### config.mk
export PLATFORM = sky130hd
export DESIGN_NAME = fully_connected_16_10
export DESIGN_NICKNAME = d
export VERILOG_FILES = /design/src/rtl/fully_connected_16_10.sv
export SDC_FILE = /design/constraint.sdc
export NUM_CORES = 2
export LEC_CHECK = 0
export BUFFER_PORTS_ARGS = -buffer_cell sky130_fd_sc_hd__buf_2
export CAP_MARGIN = 0
export CORE_MARGIN = 5
export CORE_UTILIZATION = 25
export DETAILED_ROUTE_END_ITERATION = 8
export PLACE_DENSITY = 0.52
export SYNTH_ARGS = -nofsm -noshare
export SYNTH_HDL_FRONTEND = slang
export SYNTH_SLANG_ARGS = --single-unit
export TNS_END_PERCENT = 10
### constraint.sdc
create_clock -name clk -period 57.8 [get_ports clk]
set_clock_uncertainty 0.15 [all_clocks]
set_input_delay 8.67 -clock clk [delete_from_list [all_inputs] [get_ports clk]]
set_output_delay 8.67 -clock clk [all_outputs]
set_load 0.02 [all_outputs]
### src/rtl/fully_connected_16_10.sv
// ============================================================================
// Module   : fully_connected_16_10
// Brief    : Dense layer that turns 16 pooled 4-bit activations into 10 signed
//            class scores. It processes one input index per cycle, and all
//            output neurons are updated in parallel. The weights are held in
//            an internal register file.
//            Optional macro ARGMAX_EN adds the registered class_out port.
// Revision : 1.0 - initial release
// ============================================================================
`default_nettype none

module fully_connected_16_10 #(
    parameter int N_IN  = 16,
    parameter int IN_W  = 4,
    parameter int N_OUT = 10,
    parameter int W_W   = 8,
    parameter int ACC_W = IN_W + 1 + W_W + $clog2(N_IN)
) (
    input  logic                   clk,
    input  logic                   reset,
    input  logic                   start_flag,
    input  logic [N_IN*IN_W-1:0]   in,
    input  logic                   w_we,
    input  logic [3:0]             w_addr,
    input  logic [N_OUT*W_W-1:0]   w_data,
    output logic                   busy,
    output logic [N_OUT*ACC_W-1:0] out,
`ifdef ARGMAX_EN
    output logic [3:0]             class_out,
`endif
    output logic                   end_flag
);

    localparam int IDX_W = $clog2(N_IN);

    typedef enum logic [1:0] {
        ST_IDLE = 2'd0,
        ST_ACC  = 2'd1,
        ST_DONE = 2'd2
    } state_t;

    state_t r_state, w_next;

    logic        [IN_W-1:0]  r_act   [N_IN];
    logic signed [W_W-1:0]   r_w     [N_IN][N_OUT];
    logic signed [ACC_W-1:0] r_acc   [N_OUT];
    logic signed [ACC_W-1:0] r_score [N_OUT];
    logic signed [ACC_W-1:0] w_prod  [N_OUT];
    logic        [IDX_W-1:0] r_idx;
    logic                    r_end;
    logic                    w_accept;
    logic                    w_last;
    logic signed [ACC_W-1:0] w_x;

    assign busy     = (r_state == ST_ACC);
    assign end_flag = r_end;
    assign w_accept = start_flag && !busy;
    assign w_last   = (r_idx == IDX_W'(N_IN - 1));

    always_ff @(posedge clk or posedge reset) begin
        if (reset) r_state <= ST_IDLE;
        else       r_state <= w_next;
    end

    always_comb begin
        w_next = r_state;
        case (r_state)
            ST_IDLE: if (start_flag) w_next = ST_ACC;
            ST_ACC:  if (w_last)     w_next = ST_DONE;
            ST_DONE: w_next = start_flag ? ST_ACC : ST_IDLE;
            default: w_next = ST_IDLE;
        endcase
    end

    // The activation is zero-extended, so the signed multiply treats it as
    // unsigned. The low ACC_W bits of the product are then exact.
    always_comb begin
        w_x = {{(ACC_W-IN_W){1'b0}}, r_act[r_idx]};
        for (int j = 0; j < N_OUT; j++) begin
            w_prod[j] = w_x * {{(ACC_W-W_W){r_w[r_idx][j][W_W-1]}}, r_w[r_idx][j]};
        end
    end

`ifdef ARGMAX_EN
    logic [3:0]              w_best_idx;
    logic signed [ACC_W-1:0] w_best;
    logic [3:0]              r_class;

    // A strict greater-than keeps the lowest index when scores tie.
    always_comb begin
        w_best     = r_acc[0];
        w_best_idx = 4'd0;
        for (int j = 1; j < N_OUT; j++) begin
            if (r_acc[j] > w_best) begin
                w_best     = r_acc[j];
                w_best_idx = 4'(j);
            end
        end
    end

    always_ff @(posedge clk or posedge reset) begin
        if (reset)                   r_class <= 4'd0;
        else if (r_state == ST_DONE) r_class <= w_best_idx;
    end

    assign class_out = r_class;
`endif

    always_ff @(posedge clk or posedge reset) begin
        if (reset) begin
            r_idx <= '0;
            r_end <= 1'b0;
            for (int k = 0; k < N_IN; k++) begin
                r_act[k] <= '0;
                for (int j = 0; j < N_OUT; j++) r_w[k][j] <= '0;
            end
            for (int j = 0; j < N_OUT; j++) begin
                r_acc[j]   <= '0;
                r_score[j] <= '0;
            end
        end else begin
            r_end <= 1'b0;
            if (w_we && !busy && (32'(w_addr) < N_IN)) begin
                for (int j = 0; j < N_OUT; j++)
                    r_w[w_addr][j] <= w_data[N_OUT*W_W-1-W_W*j -: W_W];
            end
            case (r_state)
                ST_ACC: begin
                    for (int j = 0; j < N_OUT; j++) r_acc[j] <= r_acc[j] + w_prod[j];
                    r_idx <= r_idx + 1'b1;
                end
                ST_DONE: begin
                    for (int j = 0; j < N_OUT; j++) r_score[j] <= r_acc[j];
                    r_end <= 1'b1;
                end
                default: ;
            endcase
            // A start in the DONE cycle clears acc only after it has been copied to the scores.
            if (w_accept) begin
                for (int k = 0; k < N_IN; k++)
                    r_act[k] <= in[N_IN*IN_W-1-IN_W*k -: IN_W];
                for (int j = 0; j < N_OUT; j++) r_acc[j] <= '0;
                r_idx <= '0;
            end
        end
    end

    for (genvar j = 0; j < N_OUT; j++) begin : g_out
        assign out[N_OUT*ACC_W-1-ACC_W*j -: ACC_W] = r_score[j];
    end

endmodule

`default_nettype wire

==> flow_metrics.tcl <==
set metrics [dict create \
    numCtsBuffers 189 \
    h-tree-depth 4 \
    maxCapViolCount 0 \
    drc_errors 0 \
    cp-start-kind "primary input" \
    cpPeakStageDelay_ns 0.82 \
    syn_area_um2 95800 \
    firstDrtPassIters 6 \
    rr_worst_depth 21 \
    gp_congestion 0.823 \
    coreArea_um2 382000 \
    post_cts_resized 0 \
    synth_cell_types 82 \
    die_w_um 629 \
    setup_ws_ns 43.76 \
    max_slew_margin_pct 2.82 \
    wirelength_mm 285 \
    overflow 0 \
    grt_max_degree 250 \
    crit_slowest_cell "buf_4" \
    grt_pass1_vias 63403 \
    dieArea_um2 396000 \
    routed-via-count 59908 \
    num_rows 227 \
    yosys_warnings 0 \
    ios 324 \
    rsz0062_at_grt "false" \
    grt_usage_pct 14.2 \
    cts_tree "done" \
    grt_pass1_wl_mm 429 \
    cts_sinks 1691 \
    crit_path_end "r_w[372]" \
    synth.largest_area_cell "dfrtp_1" \
    hold_ws_ns 0.338 \
    synthesis.nets 8243 \
    ys.flop_type "dfrtp_1" \
    fill_cells 38755 \
    crit_type "primary input to asynchronous set/reset pin" \
    min_path_type "register to register" \
    min_period_ns 14.04 \
    path_common_cell "buf_4" \
    cts_setup_buffers 0 \
    seq_area_frac_synth_pct 44.2 \
    regArea_um2 42300 \
    nNetsFinal 8350 \
    avgSynthCellArea_um2 13.0 \
    antenna_found_initial 64 \
    critPathRequiredTime_ns 58.52 \
    post-route-period-util_pct 24.3 \
    reg2reg_slack_ns 48.56 \
    synth-edff-count 0 \
    final_antenna_net_count 0 \
    cp-end-kind "asynchronous set/reset pin" \
    r2r-start "r_idx[0]" \
    finalSetupViolations 0 \
    die_y_um 629 \
    r2r_end "r_acc[168]" \
    routed_via_density 4.72 \
    area_delta_synth_final_pct 13.6 \
    slew_violations 0 \
    cp_max_fo 134 \
    multi_input_area_um2 48600 \
    pre_cts_ws_ns 42.63 \
    dr.first_iter.drc_count 3620 \
    insertion_delay_ns 0.87 \
    fmax_ghz 0.0712 \
    start_util_pct 25.1 \
    cp-startpoint "reset" \
    postSynthCellCount 7390 \
    hpwl_mm 192 \
    yosysTopAreaCellShare_pct 44.2 \
    arrival_ns 14.76 \
    tightestPinTransition_ns 1.42 \
    cts_hold_buf 0 \
    port_buffers 323 \
    ys_async_sr_fraction_pct 100 \
    clk_pin_slew_ns 0.06 \
    drive_gt1_share_pct 35.8 \
    synthTopCellsByArea "dfrtp_1, mux2_2, mux4_2, fa_1, ha_1" \
    root_buffer "clkbuf_16" \
    clockBufferDepth 4 \
    wl_per_cell_um 22.5 \
    ys_ff_latch 1691 \
    outcome "complete, no violations" \
    hold_viol_final 0 \
    cp_cell_sequence "buf_2 > inv_8 > buf_4 > buf_12 > buf_4 > buf_4 > buf_4 > buf_4 > buf_4" \
    timing.setup.tns_ns 0 \
]
[worst min-delay path by stage]
stage,startpoint,endpoint,slack [ns],depth (start not counted)
floorplan,r_w[1183],r_w[1183],0.30,1
global placement,r_w[1191],r_w[1191],0.31,1
detailed placement,r_w[1111],r_w[1111],0.33,1
CTS,r_w[1111],r_w[1111],0.34,1
global route,r_w[1111],r_w[1111],0.35,1
finish,r_w[1111],r_w[1111],0.34,1
[worst max-delay path, delay by kind of cell]
kind,cells,cell delay (ns)
buf+inv,9,5.47
[final cells by class]
class | count | area share, %
Timing Repair Buffer | 441 | 2.39
Antenna cell | 17 | 0.0391
Sequential cell | 1691 | 38.9
Multi-Input combinational cell | 4421 | 44.6
Clock inverter | 55 | 0.531
Clock buffer | 278 | 5.12
Tap cell | 5038 | 5.79
Inverter | 753 | 2.61
[routing by layer]
layer	vias up	GRT usage, %	routed length [um]	part of all wire [%]
li1	26506	-	-	-
met1	31735	19.9	133000	47
met2	1224	22.7	131000	46
met3	421	2.63	14000	4.9
met4	22	3.05	6410	2.2
met5	-	0	138	0.048
[stage by stage]
stage	utilization, %	instances	area (um^2)
after global routing	28.5	12681	109000
after CTS	28.5	12677	109000
after floorplan	-	7390	95800
final	28.5	12694	109000
after detailed placement	26.9	12344	103000
after global placement	26.9	12344	103000
[cells by family (layout without fill, tap and decap cells)]
group / Yosys count / after routing / synth area share [%]
other: 0 / 17 / 0
muxes: 2021 / 2021 / 27.6
and+or+nand+nor: 734 / 734 / 3.72
buffers and inverters: 1278 / 1527 / 5.36
AOI/OAI and AO/OA: 825 / 825 / 5.88
adders and majority gates: 701 / 701 / 12.0
xor gates and xnor gates: 140 / 140 / 1.28
DFF: 1691 / 1691 / 44.2
[Yosys cell counts, types with 16 or more instances]
master and count:
mux2_2 1590, buf_4 17, nand2_1 131, o31ai_1 294, o21ai_1 19, a211oi_1 28, nor3_1 74, nand2b_1 37
mux4_2 336, nand3_1 364, xor2_1 44, o21a_1 22, a21o_1 34, fa_1 360, buf_1 60, a31oi_1 69
ha_1 341, inv_1 751, nor2_1 71, o31a_1 16, clkbuf_1 273, mux2i_1 83, xnor2_1 96, buf_2 163
o21ai_0 150, a21oi_1 100, dfrtp_1 1691
[sequential cells by signal, indices dropped and copies added, names as in the netlist]
name / cells
r_w: 1280
out: 170
r_acc: 170
r_act: 64
r_idx: 4
r_state: 2
end_flag: 1
[placed cells by master (no fill, tap or decap), drive strengths merged, types with 9 or more instances in the layout]
cell / n
dfrtp: 1691
mux2: 1598
inv: 761
buf: 441
nand3: 364
fa: 360
ha: 341
mux4: 336
o31ai: 294
clkbuf: 278
o21ai: 171
nand2: 131
a21oi: 103
xnor2: 96
mux2i: 87
nor3: 77
nor2: 71
a31oi: 70
xor2: 44
nand2b: 37
a21o: 35
a211oi: 32
clkinv: 31
o21a: 22
diode: 17
o31a: 16
a31o: 14
o21bai: 13
or3: 12
nor2b: 9
Power is left out: the tool's default activity adds up to more than one toggle a clock period on the data nets, which glitch-free logic cannot reach.
